File: config.mk
export PLATFORM = sky130hd
export DESIGN_NAME = wash_setting_input
export DESIGN_NICKNAME = d
export VERILOG_FILES = /design/src/rtl/wash_setting_input.sv
export SDC_FILE = /design/constraint.sdc
export NUM_CORES = 1
export LEC_CHECK = 0
export BUFFER_PORTS_ARGS = -buffer_cell sky130_fd_sc_hd__buf_2
export CORE_ASPECT_RATIO = 0.8
export CORE_MARGIN = 2
export CORE_UTILIZATION = 35
export CTS_BUF_LIST = sky130_fd_sc_hd__clkbuf_8
export DETAILED_ROUTE_END_ITERATION = 16
export HOLD_SLACK_MARGIN = 0.08
export PLACE_DENSITY_LB_ADDON = 0.08
export SLEW_MARGIN = 10
export SYNTH_ARGS = -nofsm -noshare
export SYNTH_HDL_FRONTEND = slang
export SYNTH_SLANG_ARGS = --single-unit
File: constraint.sdc
create_clock -name cp -period 5.97 [get_ports cp]
set_input_delay 0.597 -clock cp [delete_from_list [all_inputs] [get_ports cp]]
set_output_delay 0.597 -clock cp [all_outputs]
set_load 0.05 [all_outputs]
File: src/rtl/wash_setting_input.sv
`default_nettype none
// ============================================================================
// Module      : wash_setting_input
// Description : Washing-machine panel key front end. Synchronizes and
//               debounces five panel keys, edits the 26-bit program-setting
//               word while the controller is in the set state, and raises
//               start / empty-program pulses.
// Option      : WASH_KEY_REPEAT_EN - auto-repeat for held up/down keys.
// Revision    : 1.0 - initial release
// ============================================================================
module wash_setting_input #(
  parameter int DEBOUNCE_CYCLES = 16,
  parameter int REPEAT_CYCLES   = 64
) (
  input  logic        cp,
  input  logic        rst_n,
  input  logic [2:0]  state,
  input  logic        keyNext,
  input  logic        keyUp,
  input  logic        keyDown,
  input  logic        keyClear,
  input  logic        keyStart,
  output logic [25:0] source,
  output logic [2:0]  cursor,
  output logic        startReq,
  output logic        emptyErr
);

  localparam int          NUM_KEYS  = 5;
  localparam int          KEY_NEXT  = 0;
  localparam int          KEY_UP    = 1;
  localparam int          KEY_DOWN  = 2;
  localparam int          KEY_CLEAR = 3;
  localparam int          KEY_START = 4;
  localparam int          DB_W      = $clog2(DEBOUNCE_CYCLES + 1);
  localparam logic [2:0]  ST_SET    = 3'd2;

  logic [NUM_KEYS-1:0] key_raw;
  logic [NUM_KEYS-1:0] press;
  logic [NUM_KEYS-1:0] rep;
  logic [NUM_KEYS-1:0] ev;

  assign key_raw = {keyStart, keyClear, keyDown, keyUp, keyNext};

  // --------------------------------------------------------------------------
  // Per-key synchronizer, debouncer and rising-edge press detector
  // --------------------------------------------------------------------------
  for (genvar k = 0; k < NUM_KEYS; k++) begin : g_key
    logic [1:0]      sync;
    logic            deb;
    logic            deb_q;
    logic [DB_W-1:0] cnt;

    // Level flips only after DEBOUNCE_CYCLES consecutive disagreeing cycles
    always_ff @(posedge cp or negedge rst_n) begin
      if (!rst_n) begin
        sync  <= 2'b00;
        deb   <= 1'b0;
        deb_q <= 1'b0;
        cnt   <= '0;
      end else begin
        sync  <= {sync[0], key_raw[k]};
        deb_q <= deb;
        if (sync[1] != deb) begin
          if (cnt == DB_W'(DEBOUNCE_CYCLES - 1)) begin
            deb <= ~deb;
            cnt <= '0;
          end else begin
            cnt <= cnt + 1'b1;
          end
        end else begin
          cnt <= '0;
        end
      end
    end

    assign press[k] = deb & ~deb_q;
  end

  // --------------------------------------------------------------------------
  // Optional auto-repeat on held up/down keys
  // --------------------------------------------------------------------------
`ifdef WASH_KEY_REPEAT_EN
  localparam int RP_W = $clog2(REPEAT_CYCLES + 1);

  for (genvar r = KEY_UP; r <= KEY_DOWN; r++) begin : g_rep
    logic [RP_W-1:0] rep_cnt;
    logic            held;

    assign held   = g_key[r].deb;
    assign rep[r] = held & ~press[r] & (rep_cnt == RP_W'(REPEAT_CYCLES - 1));

    // Timer restarts on release and on the key's own initial press
    always_ff @(posedge cp or negedge rst_n) begin
      if (!rst_n) begin
        rep_cnt <= '0;
      end else if (!held || press[r] || rep[r]) begin
        rep_cnt <= '0;
      end else begin
        rep_cnt <= rep_cnt + 1'b1;
      end
    end
  end

  assign rep[KEY_NEXT]  = 1'b0;
  assign rep[KEY_CLEAR] = 1'b0;
  assign rep[KEY_START] = 1'b0;
`else
  assign rep = '0;
`endif

  assign ev = press | rep;

  // --------------------------------------------------------------------------
  // Field edit: locate the field under the cursor and compute the new word
  // --------------------------------------------------------------------------
  logic [4:0]  fld_lsb;
  logic [3:0]  fld_max;
  logic [3:0]  fld_val;
  logic [3:0]  fld_new;
  logic [25:0] edit_word;

  // Up/down wrap within the field; other fields are masked through unchanged
  always_comb begin
    fld_lsb = 5'd0;
    fld_max = 4'd7;
    case (cursor)
      3'd0: begin fld_lsb = 5'd0;  fld_max = 4'd7;  end
      3'd1: begin fld_lsb = 5'd3;  fld_max = 4'd7;  end
      3'd2: begin fld_lsb = 5'd6;  fld_max = 4'd15; end
      3'd3: begin fld_lsb = 5'd10; fld_max = 4'd7;  end
      3'd4: begin fld_lsb = 5'd13; fld_max = 4'd7;  end
      3'd5: begin fld_lsb = 5'd16; fld_max = 4'd7;  end
      3'd6: begin fld_lsb = 5'd19; fld_max = 4'd15; end
      default: begin fld_lsb = 5'd23; fld_max = 4'd7; end
    endcase
    fld_val = 4'(source >> fld_lsb) & fld_max;
    if (ev[KEY_UP]) begin
      fld_new = (fld_val == fld_max) ? 4'd0 : fld_val + 4'd1;
    end else begin
      fld_new = (fld_val == 4'd0) ? fld_max : fld_val - 4'd1;
    end
    edit_word = (source & ~({22'd0, fld_max} << fld_lsb))
              | ({22'd0, fld_new} << fld_lsb);
  end

  // --------------------------------------------------------------------------
  // Prioritized event execution, gated by the set state
  // --------------------------------------------------------------------------
  always_ff @(posedge cp or negedge rst_n) begin
    if (!rst_n) begin
      source   <= 26'd0;
      cursor   <= 3'd0;
      startReq <= 1'b0;
      emptyErr <= 1'b0;
    end else begin
      startReq <= 1'b0;
      emptyErr <= 1'b0;
      if (state == ST_SET) begin
        if (ev[KEY_CLEAR]) begin
          source <= 26'd0;
          cursor <= 3'd0;
        end else if (ev[KEY_START]) begin
          if (source != 26'd0) begin
            startReq <= 1'b1;
          end else begin
            emptyErr <= 1'b1;
          end
        end else if (ev[KEY_NEXT]) begin
          cursor <= cursor + 3'd1;
        end else if (ev[KEY_UP] || ev[KEY_DOWN]) begin
          source <= edit_word;
        end
      end
    end
  end

endmodule
`default_nettype wire

### Word level (Yosys, flattened, before mapping)

Cells that the tools add are included.

* $add $sub $neg: 8
* eq/ne operators: 20
* shift-type cells: 3
* muxes and demuxes: 30
* bitwise logic cells: 19
* reduce and logical (&&, ||, !) cells: 14

Operators by type and width (number)
* $mux W26: 4
* $shl A4 B5 Y26: 2
* $mux W5: 10
* $pmux W5 S7: 1
* $and A26 B26 Y26: 1
* $not A26 Y26: 1
* $or A26 B26 Y26: 1
* $reduce_bool A26 Y1: 1
* $shr A26 B5 Y4: 1
* $add A5 B1 Y5 const B: 5
* $eq A5 B4 Y1 const B: 5
* $mux W4: 4
* $not A1 Y1: 10
* $reduce_and A2 Y1: 5
* $eq A3 B2 Y1 const B: 3
* $eq A3 B3 Y1 const B: 3
* $mux W3: 3
* $mux W1: 8
* $and A1 B1 Y1: 5
* $ne A1 B1 Y1: 5
* $add A4 B1 Y4 const B: 1
* $and A4 B4 Y4: 1
* $eq A4 B4 Y1: 1
* $logic_not A4 Y1: 1
* other kinds (11): 12

* flip-flop bits (word level): 76
* output and inout bits: 31

### Longest topological paths before layout

Gate-level depths: netlist of run 1.

* depth after elaboration: 13
* depth in mapped cells: 21
* mapped depth without buffers: 18

### Worst setup path after synthesis of run 1

Ideal clock, no wire load.

* kind: reg-to-reg
* start: register cursor[0]
* end: register source[10]
* library setup time: 0.124 ns
* data arrival time: 4.459 ns
* required time: 5.846 ns
* slack: 1.387 ns
* stages on the path, launching flop included: 20
* buffers on the path: 1
* clock period less this slack: 4.583 ns
* path through: dfrtp_1 inv_1 ha_1 or3_1 o221ai_4 nor2_1 clkbuf_1 a22oi_1 nand3_1 a221oi_2 inv_1 ha_1 inv_1 nor2_1 a21oi_1 xnor2_1 a2bb2oi_1 o22a_1 nor3_1 a211o_1

* cells in the longest elaborated chain, start to end: 13
* elaborated cells between the ends (all ways): 28
* classes of those cells: 2 x add/sub; 7 x eq/ne; 3 x shift; 9 x mux; 4 x bitwise; 3 x reduce/logical

Ends and longest elaborated chain
* start, declared: RTL line 24 `output logic [2:0] cursor,`
* start signal, assigned: RTL line 170 `cursor <= cursor + 3'd1;`
* $eq A3 B3 Y1, or another cell as far along: RTL line 127 `case (cursor)`
* $pmux W5 S7 or $reduce_or A2 Y1 (tied branches)
* $shr A26 B5 Y4 or $mux W4 (tied branches): RTL line 137, 127
* $and A4 B4 Y4: RTL line 137 `fld_val = 4'(source >> fld_lsb) & fld_max;`
* $sub A4 B1 Y4, or another cell as far along: RTL line 141 `fld_new = (fld_val == 4'd0) ? fld_max : fld_val - 4'd1;`
* $mux W4, on equally long branches: RTL line 141, 139
* $mux W4: RTL line 138 `if (ev[KEY_UP]) begin`
* $shl A4 B5 Y26: RTL line 144 `| ({22'd0, fld_new} << fld_lsb);`
* $or A26 B26 Y26 *: RTL line 144
* $mux W26 *: RTL line 171 `end else if (ev[KEY_UP] || ev[KEY_DOWN]) begin`
* $mux W26 *: RTL line 169 `end else if (ev[KEY_NEXT]) begin`
* $mux W26 *: RTL line 163 `end else if (ev[KEY_START]) begin`
* $mux W26 *: RTL line 160 `if (ev[KEY_CLEAR]) begin`
* end signal, assigned: RTL line 172 `source <= edit_word;`
* end, declared: RTL line 23 `output logic [25:0] source,`

Mark *: on every way between the ends. The rest lies on a longest branch, timed or not. The select of a mux whose other input is x is not followed.
A chain may end at the register's enable or synchronous reset.

### Final worst setup path of run 1

* start: register cursor[0]
* end: register source[7]

The elaborated chain is that of the path after synthesis.

==> flow_summary.yaml, run 1 <==
run_status:
  status: "finished, final reports clean"
global_route:
  grt_pass1_wl_um: 24370
  grt_max_degree: 77
  track_usage: 0.2246
  antenna_found_initial: 0
  grt_pass1_vias: 4133
  grt.overflow.total: 0
pwr:
  power_density_mw_per_mm2: 185.8
  p_comb_frac: 0.058
  switching_power_uw: 243.2
  p_leak_nw: 2.474
  p_total_uw: 994.0
  seq_power_share: 0.538
  netSwitchingFraction: 0.2446
  vdd.ir_drop.worst_mv: 0.1413
  pwr-share-clk: 0.404
  p_int_uw: 750.8
routing:
  routedWlPerCell_um: 21.18
  drc: 0
  first_pass_iters: 5
  wl_um: 15740
  drt_iter0_markers: 467
  drtAntennaViolNets: 0
  via_per_inst: 5.853
  vias: 4349
yosys:
  ys_ff_latch: 76
  syn_area_per_cell_um2: 9.077
  yosysSeqAreaShare: 0.4014
  synth_cell_types: 68
  synth_edf_count: 0
  async_reset_ff_frac: 1.000
  ys.warnings.count: 0
  ys.flop_type: "dfrtp_1"
  netlist_area_mm2: 0.004738
  synth_nets: 543
  synthCells: 522
worst_setup_path:
  slowest_stage: "a21o_1"
  end_kind: "register"
  timing.rr.end: "source[7]"
  crit_buf_inv: 4
  path_max_fanout: 14
  crit_chain: "inv_1 -> ha_1 -> o311a_1 -> a21o_1 -> buf_4 -> nand4_1 -> a21oi_4 -> o31ai_1 -> nand3_1 -> inv_1 -> ha_1 -> xnor2_1 -> nor2_1 -> a211oi_1 -> buf_4 -> and2_1 -> o31ai_1"
  cp-start-kind: "register"
  r2r_slack_ns: 0.70
  r2r_start: "cursor[0]"
  crit_end: "source[7]"
  slowest_delay_ns: 0.57
  critPathKind: "register to register"
  reg2reg_depth: 17
  cp_top_family: "compound AO/OA/AOI/OAI gates"
  arrival_ns: 5.50
  worst-path-stages: 17
  crit_start: "cursor[0]"
  required_ns: 6.19
place:
  place_congestion: 0.9609
  hpwlAfterDp_um: 11560
  io_buffers: 40
sta:
  hold_viol: 0
  rsz0062_at_grt: "no"
  fin_crit_ns: 5.275
  fin_hold_ws_ns: 0.3412
  fin_skew_ns: 0.01096
  setup-violations-final: 0
  relSlewSlack: 0.3668
  tightest_slew_ns: 0.9464
  fmax_ghz: 0.1896
  slew_viol_final: 0
  totalNegativeSetupSlack_ns: 0
  min_period_over_period: 0.8835
clocking:
  hold_buffers: 0
  cts_tree: "yes"
  cts_sinks: 76
  clk_pin_slew_ns: 0.08
  htreeDepth: 3
  postCtsSetupRepairBufs: 0
  numCtsBuffers: 9
  clockBufferDepth: 2
  clk_root_buffer_cell: "clkbuf_8"
  cts_resized: 0
  insertion_delay_ns: 0.36
final_layout:
  final_cell_mix: "dfrtp_1 (76), nor2_1 (53), nand2_1 (44), o21ai_0 (42), buf_2 (39)"
  diodes: 0
  fillCellCount: 1372
  drive_gt1_frac: 0.1602
  area_delta_synth_final_pct: 12.91
  nets: 584
  fin_util: 0.4098
  layout_commonest_cell: "dfrtp_1"
floorplanning:
  core-area_mm2: 0.01306
  die_h_um: 108.1
  num_rows: 37
  top_level_ports: 41
  start_util: 0.3629
  dieArea_mm2: 0.01449
  die_x_um: 134.1
hold_path:
  hp-class: "input pin to register"
job:
  max-cap-violations: 0
## layer usage
metal	global-route usage	wire length (µm)
met1	0.3287	7527
met2	0.3227	6500
met3	0.06188	1453
met4	0.06541	256
met5	0	0
## worst min path at each step
stage,slack (ns),end,depth (start not counted),start
6_report,0.34,g_key[4].sync[0],1,keyStart
4_1_cts,0.31,g_key[4].sync[0],1,keyStart
3_3_place_gp,0.33,g_key[1].sync[1],0,g_key[1].sync[0]
3_5_place_dp,0.33,g_key[2].sync[1],0,g_key[2].sync[0]
5_1_grt,0.31,g_key[0].sync[0],1,keyNext
2_1_floorplan,0.30,cursor[0],0,rst_n
## per-stage QoR
stage / cell area, µm² / setup slack, ns / std cells
floorplan: 4738 / 1.387 / 522
global placement: 5149 / 0.8023 / 727
detailed placement: 5149 / 0.8089 / 727
CTS: 5350 / 0.7953 / 743
global route: 5350 / 0.4046 / 743
finish: 5350 / 0.6953 / 743
## cell usage after synthesis (all sizes together) (4+ instances only)
library cell	count	share of area
and2	9	0.012
nor4	7	0.011
ha	11	0.029
nor3	8	0.0085
nand2	44	0.035
xor2	15	0.028
nand2b	8	0.011
mux2i	25	0.053
o221ai	4	0.011
o22ai	14	0.018
nand4	4	0.0053
inv	13	0.010
nor2b	4	0.0053
dfrtp	76	0.40
nand3	22	0.023
o21ai	54	0.057
o311ai	5	0.0092
buf	13	0.018
clkbuf	13	0.010
o31ai	10	0.016
or3	5	0.0077
and3	8	0.011
a22oi	10	0.016
a21oi	27	0.033
o41ai	5	0.016
nor2	54	0.043
mux2	5	0.012
a31oi	4	0.0053
## kinds of logic after synthesis
family / count (synthesis) / share of synthesized area
AND/OR/NAND/NOR: 180 / 0.1825
AO/OA/AOI/OAI: 169 / 0.2524
flip-flops: 76 / 0.4014
buffers and inverters: 39 / 0.03855
multiplexers: 30 / 0.06469
XOR/XNOR: 17 / 0.03142
adder cells (fa/ha/maj): 11 / 0.02905
## power by group through the flow
stage                     Sequential (mW)  Combinational [mW]  Clock (mW)
after global routing                0.537              0.0655       0.444
after CTS                           0.535              0.0585       0.421
after floorplan                     0.544              0.0342           0
final                               0.535              0.0576       0.402
after detailed placement            0.545              0.0583           0
after global placement              0.545              0.0576           0
## layout make-up
class	instances	area (µm²)	share of cell area
multi-input combinational	407	2656	0.4965
sequential	76	1902	0.3555
timing repair buffer	56	322.8	0.06034
tap	175	219.0	0.04093
clock buffer	10	137.6	0.02572
clock inverter	6	63.81	0.01193
inverter	13	48.80	0.009121
## worst register-to-register path, stage by stage (launching register included)
cell and delay [ns]:
dfrtp_1 0.47, inv_1 0.28, ha_1 0.53, o311a_1 0.31
a21o_1 0.57, buf_4 0.29, nand4_1 0.16, a21oi_4 0.35
o31ai_1 0.14, nand3_1 0.20, inv_1 0.07, ha_1 0.34
xnor2_1 0.18, nor2_1 0.06, a211oi_1 0.46, buf_4 0.22
and2_1 0.36, o31ai_1 0.17
## flip-flops by register name (all words and copies together), names as in the netlist
signal       cells
source          26
g_key.cnt       25
g_key.sync      10
g_key.deb        5
g_key.deb_q      5
cursor           3
emptyErr         1
startReq         1
No activity file was read; power rests on OpenSTA's default activity.
==> inputs of run 2 (changes only) <==
--- a/config.mk
+++ b/config.mk
@@ -6,5 +6,4 @@
 export NUM_CORES = 1
 export LEC_CHECK = 0
-export BUFFER_PORTS_ARGS = -buffer_cell sky130_fd_sc_hd__buf_2
 export CORE_ASPECT_RATIO = 0.8
 export CORE_MARGIN = 2
@@ -12,6 +11,6 @@
 export CTS_BUF_LIST = sky130_fd_sc_hd__clkbuf_8
 export DETAILED_ROUTE_END_ITERATION = 16
+export DONT_BUFFER_PORTS = 1
 export HOLD_SLACK_MARGIN = 0.08
-export PLACE_DENSITY_LB_ADDON = 0.08
 export SLEW_MARGIN = 10
 export SYNTH_ARGS = -nofsm -noshare
==> constraint.sdc (replaced) <==
create_clock -name cp -period 5.97 [get_ports cp]
set_input_delay 0.2985 -clock cp [delete_from_list [all_inputs] [get_ports cp]]
set_output_delay 0.2985 -clock cp [all_outputs]
set_load 0.05 [all_outputs]
==> flow_summary.yaml, run 2 (synthesis results as in run 1) <==
global_route:
  grt_pass1_vias: 4336
  track_usage: 0.2158
  grt_max_degree: 77
  use_met2: 0.3231
  met3_usage: 0.07220
  grt_use_met1: 0.2943
  grt_pass1_wl_um: 24170
  grt.overflow.total: 0
  busiest_layer: "met2"
  antenna_found_initial: 0
pwr:
  p_comb_frac: 0.058
  seq_power_share: 0.519
  p_int_uw: 753.0
  vdd.ir_drop.worst_mv: 0.1143
  netSwitchingFraction: 0.2704
  power_density_mw_per_mm2: 194.6
  switching_power_uw: 279.1
  p_leak_nw: 2.349
  pwr-share-clk: 0.423
final_layout:
  seq_area_mm2: 0.001902
  multi_input_area_mm2: 0.002656
  drive_gt1_frac: 0.1123
  largest_reg_flops: 26
  layout_commonest_cell: "dfrtp_1"
  fin_util: 0.4064
  area_delta_synth_final_pct: 11.96
  largestRegisters: "source x26, g_key.cnt x25, g_key.sync x10"
  final_cell_mix: "dfrtp_1 (76), nor2_1 (53), nand2_1 (44), o21ai_0 (42)"
  diodes: 0
  top_register: "source"
  fillCellCount: 1307
  nets: 559
  stdcell_count: 718
clocking:
  cts_tree: "yes"
  clockBufferDepth: 2
  numCtsBuffers: 9
  clk_root_buffer_cell: "clkbuf_8"
  cts_resized: 0
  clk_pin_slew_ns: 0.10
  htreeDepth: 3
  cts_sinks: 76
  hold_buffers: 7
  insertion_delay_ns: 0.37
  postCtsSetupRepairBufs: 0
floorplanning:
  dieArea_mm2: 0.01449
  num_rows: 37
  start_util: 0.3629
  die_h_um: 108.1
  die_x_um: 134.1
  core-area_mm2: 0.01306
  top_level_ports: 41
sta:
  setup-violations-final: 0
  fin_crit_ns: 5.152
  hold_viol: 0
  relSlewSlack: 0.2129
  tightest_slew_ns: 1.171
  min_period_over_period: 0.8630
  slew_viol_final: 0
  rsz0062_at_grt: "no"
  fin_skew_ns: 0.01092
  fin_hold_ws_ns: 0.2583
  fmax_ghz: 0.1941
  totalNegativeSetupSlack_ns: 0
place:
  hpwlAfterDp_um: 10830
  placed_cells: 695
  place_congestion: 1.048
  io_buffers: 0
run_status:
  status: "finished, final reports clean"
routing:
  drtAntennaViolNets: 0
  via_per_inst: 6.216
  wl_um: 15160
  first_pass_iters: 6
  drt_iter0_markers: 643
  routedWlPerCell_um: 21.11
  drc: 0
  vias: 4463
worst_setup_path:
  end_kind: "register"
  required_ns: 6.23
  cp-start-kind: "register"
  critPathKind: "register to register"
  path_max_fanout: 22
  arrival_ns: 5.41
job:
  max-cap-violations: 0
hold_path:
  hp-class: "input pin to register"
run 2: cell count changes in the layout (fill, tap and decap cells not counted), sizes merged:
| cell | delta |
|---|---|
| dlygate4sd3 | +6 |
| clkbuf | -1 |
| buf | -31 |
| clkinvlp | -1 |
| clkinv | -1 |
| inv | +3 |
run 2: final timing paths:
kind	start	endpoint	slack, ns	cells past startpoint
max in group asynchronous	rst_n	g_key[0].deb	5.20	2
min in group asynchronous	rst_n	g_key[1].cnt[1]	0.47	2
hold reg to reg	g_key[1].sync[0]	g_key[1].sync[1]	0.35	0
setup reg to reg	cursor[0]	source[18]	0.82	16
hold / removal	state[2]	startReq	0.26	2
setup / recovery	cursor[0]	source[18]	0.82	16
run 2: routing by layer:
metal	wire length, µm	up-vias	part of all wire
met5	0	-	0
met2	6327	311	0.42
met3	1941	78	0.13
met4	621	0	0.041
met1	6270	2091	0.41
li1	-	1983	-
run 2: final cells by class:
cell class | count | area share
clock buffers | 9 | 0.02335
multi-input cells | 407 | 0.5007
well taps | 175 | 0.04127
clock inverters | 7 | 0.01651
inverters | 13 | 0.009198
flip-flops and latches | 76 | 0.3585
repair buffers | 31 | 0.05047
run 2: power groups by stage:
stage          clock network, mW  registers [mW]  logic [mW]
2_1_floorplan                  0           0.544      0.0342
3_3_place_gp                   0           0.545      0.0432
3_5_place_dp                   0           0.546      0.0442
4_1_cts                    0.448           0.536      0.0604
5_1_grt                    0.471           0.538      0.0681
6_report                   0.437           0.535      0.0601
run 2: critical path: stages, from the launching register on:
cell	delay, ns
dfrtp_1	0.36
inv_1	0.14
ha_1	0.25
buf_4	0.21
o311a_1	0.40
a21oi_4	0.40
mux2i_1	0.18
a22oi_1	0.26
nand3_1	0.13
a221oi_2	0.61
ha_1	0.32
or3_1	0.12
mux2i_1	0.07
o31ai_1	0.96
buf_4	0.28
o311ai_1	0.10
o221a_1	0.23
run 2: metrics by stage:
| step | power, mW | instance area, µm² | setup slack [ns] |
|---|---|---|---|
| after floorplan | 0.5782 | 4738 | 1.387 |
| after global placement | 0.5883 | 5006 | 0.9334 |
| after detailed placement | 0.5901 | 5006 | 0.9908 |
| after CTS | 1.044 | 5305 | 0.9477 |
| after global routing | 1.076 | 5305 | 0.5236 |
| final | 1.032 | 5305 | 0.8180 |
==> inputs of run 3 (changes only) <==
--- a/config.mk
+++ b/config.mk
@@ -13,4 +13,5 @@
 export DONT_BUFFER_PORTS = 1
 export HOLD_SLACK_MARGIN = 0.08
+export SKIP_CTS_REPAIR_TIMING = 1
 export SLEW_MARGIN = 10
 export SYNTH_ARGS = -nofsm -noshare
==> constraint.sdc (replaced) <==
create_clock -name cp -period 5.97 [get_ports cp]
set_input_delay 0 -clock cp [delete_from_list [all_inputs] [get_ports cp]]
set_output_delay 0 -clock cp [all_outputs]
set_load 0.05 [all_outputs]
==> flow_summary.yaml, run 3 (synthesis results as in run 1) <==
clocking:
  htreeDepth: 3
  cts_tree: "yes"
  numCtsBuffers: 9
  cts_sinks: 76
  clockBufferDepth: 2
  clk_pin_slew_ns: 0.09
  clk_root_buffer_cell: "clkbuf_8"
  insertion_delay_ns: 0.36
worst_setup_path:
  path_max_fanout: 22
  r2r_slack_ns: 0.78
  required_ns: 6.22
  critPathKind: "register to register"
  timing.rr.end: "source[10]"
  end_kind: "register"
  arrival_ns: 5.45
  reg2reg_depth: 20
  r2r_start: "cursor[0]"
  cp-start-kind: "register"
sta:
  slew_viol_final: 0
  fin_crit_ns: 5.194
  setup-violations-final: 0
  rsz0062_at_grt: "no"
  fin_skew_ns: 0.01025
  totalNegativeSetupSlack_ns: 0
  tightest_slew_ns: 1.195
  hold_viol: 0
  fmax_ghz: 0.1925
  fin_hold_ws_ns: 0.1221
  min_period_over_period: 0.8700
  relSlewSlack: 0.1962
routing:
  routedWlPerCell_um: 21.19
  wl_um: 15260
  drc: 0
  drtAntennaViolNets: 0
  via_per_inst: 6.154
  first_pass_iters: 5
  drt_iter0_markers: 644
  vias: 4431
hold_path:
  hp-class: "input pin to register"
  hold_end: "cursor[1]"
  min_path_cells: 3
  hp-start: "state[0]"
global_route:
  grt_pass1_vias: 4327
  grt_use_met1: 0.2946
  use_met2: 0.3223
  track_usage: 0.2157
  busiest_layer: "met2"
  grt_max_degree: 77
  antenna_found_initial: 0
  grt_pass1_wl_um: 24160
  met3_usage: 0.07220
  grt.overflow.total: 0
floorplanning:
  start_util: 0.3629
  num_rows: 37
  die_h_um: 108.1
  die_x_um: 134.1
  dieArea_mm2: 0.01449
  core-area_mm2: 0.01306
  top_level_ports: 41
place:
  hpwlAfterDp_um: 10830
  place_congestion: 1.048
  io_buffers: 0
final_layout:
  largestRegisters: "source x26, g_key.cnt x25, g_key.sync x10"
  fillCellCount: 1308
  nets: 561
  fin_util: 0.4079
  seq_area_mm2: 0.001902
  top_register: "source"
  layout_commonest_cell: "dfrtp_1"
  final_cell_mix: "dfrtp_1 (76), nor2_1 (53), nand2_1 (44), o21ai_0 (42)"
  area_delta_synth_final_pct: 12.38
  diodes: 0
  largest_reg_flops: 26
  drive_gt1_frac: 0.1119
  multi_input_area_mm2: 0.002656
pwr:
  p_leak_nw: 2.359
  vdd.ir_drop.worst_mv: 0.1164
  netSwitchingFraction: 0.2679
  switching_power_uw: 275.8
  p_total_mw: 1.030
  pwr-share-clk: 0.421
  power_density_mw_per_mm2: 193.4
  p_int_uw: 753.8
  seq_power_share: 0.520
  p_comb_frac: 0.059
job:
  max-cap-violations: 0
run_status:
  status: "finished, final reports clean"
run 3: worst max-delay path, cell delays in order (launching register included):
cell	delay, ns
dfrtp_1	0.39
inv_1	0.22
ha_1	0.22
buf_4	0.26
o311a_1	0.27
a21o_1	0.52
buf_4	0.25
mux2i_1	0.24
o22ai_1	0.11
o21ai_0	0.27
nand3_1	0.29
inv_1	0.13
ha_1	0.18
inv_1	0.09
nor2_1	0.11
a21oi_1	0.05
xnor2_1	0.30
a2bb2oi_1	0.46
o22a_1	0.36
nor3_1	0.08
a211o_1	0.27
run 3: worst max-delay path by stage:
stage	from	endpoint	depth (start not counted)
2_1_floorplan	cursor[0]	source[10]	19
3_3_place_gp	cursor[0]	source[10]	20
3_5_place_dp	cursor[0]	source[18]	16
4_1_cts	cursor[0]	source[18]	16
5_1_grt	cursor[0]	source[18]	16
6_report	cursor[0]	source[10]	20
run 3: layout make-up:
type,instances,share of cell area
multi-input combinational,407,0.4988
tap,175,0.04112
sequential,76,0.3571
clock inverter,7,0.01645
clock buffer,9,0.02326
timing repair buffer,33,0.05404
inverter,13,0.009164
run 3: layer usage:
| layer | part of all wire | up-vias |
|---|---|---|
| li1 | - | 1980 |
| met1 | 0.42 | 2091 |
| met2 | 0.42 | 297 |
| met3 | 0.12 | 63 |
| met4 | 0.036 | 0 |
| met5 | 0 | - |
run 3: power by group through the flow:
stage	logic (mW)	registers [mW]	clock network, mW
after global placement	0.0432	0.545	0
after floorplan	0.0342	0.544	0
after CTS	0.0445	0.536	0.448
final	0.0611	0.535	0.433
after detailed placement	0.0442	0.546	0
after global routing	0.0691	0.538	0.471
run 3: metrics by stage:
stage                     setup WS (ns)  instance area (µm²)  cells
final                            0.7759                 5325    720
after global routing             0.5236                 5325    720
after CTS                        0.9477                 5218    711
after detailed placement         0.9908                 5006    695
after global placement           0.9334                 5006    695
after floorplan                   1.387                 4738    522
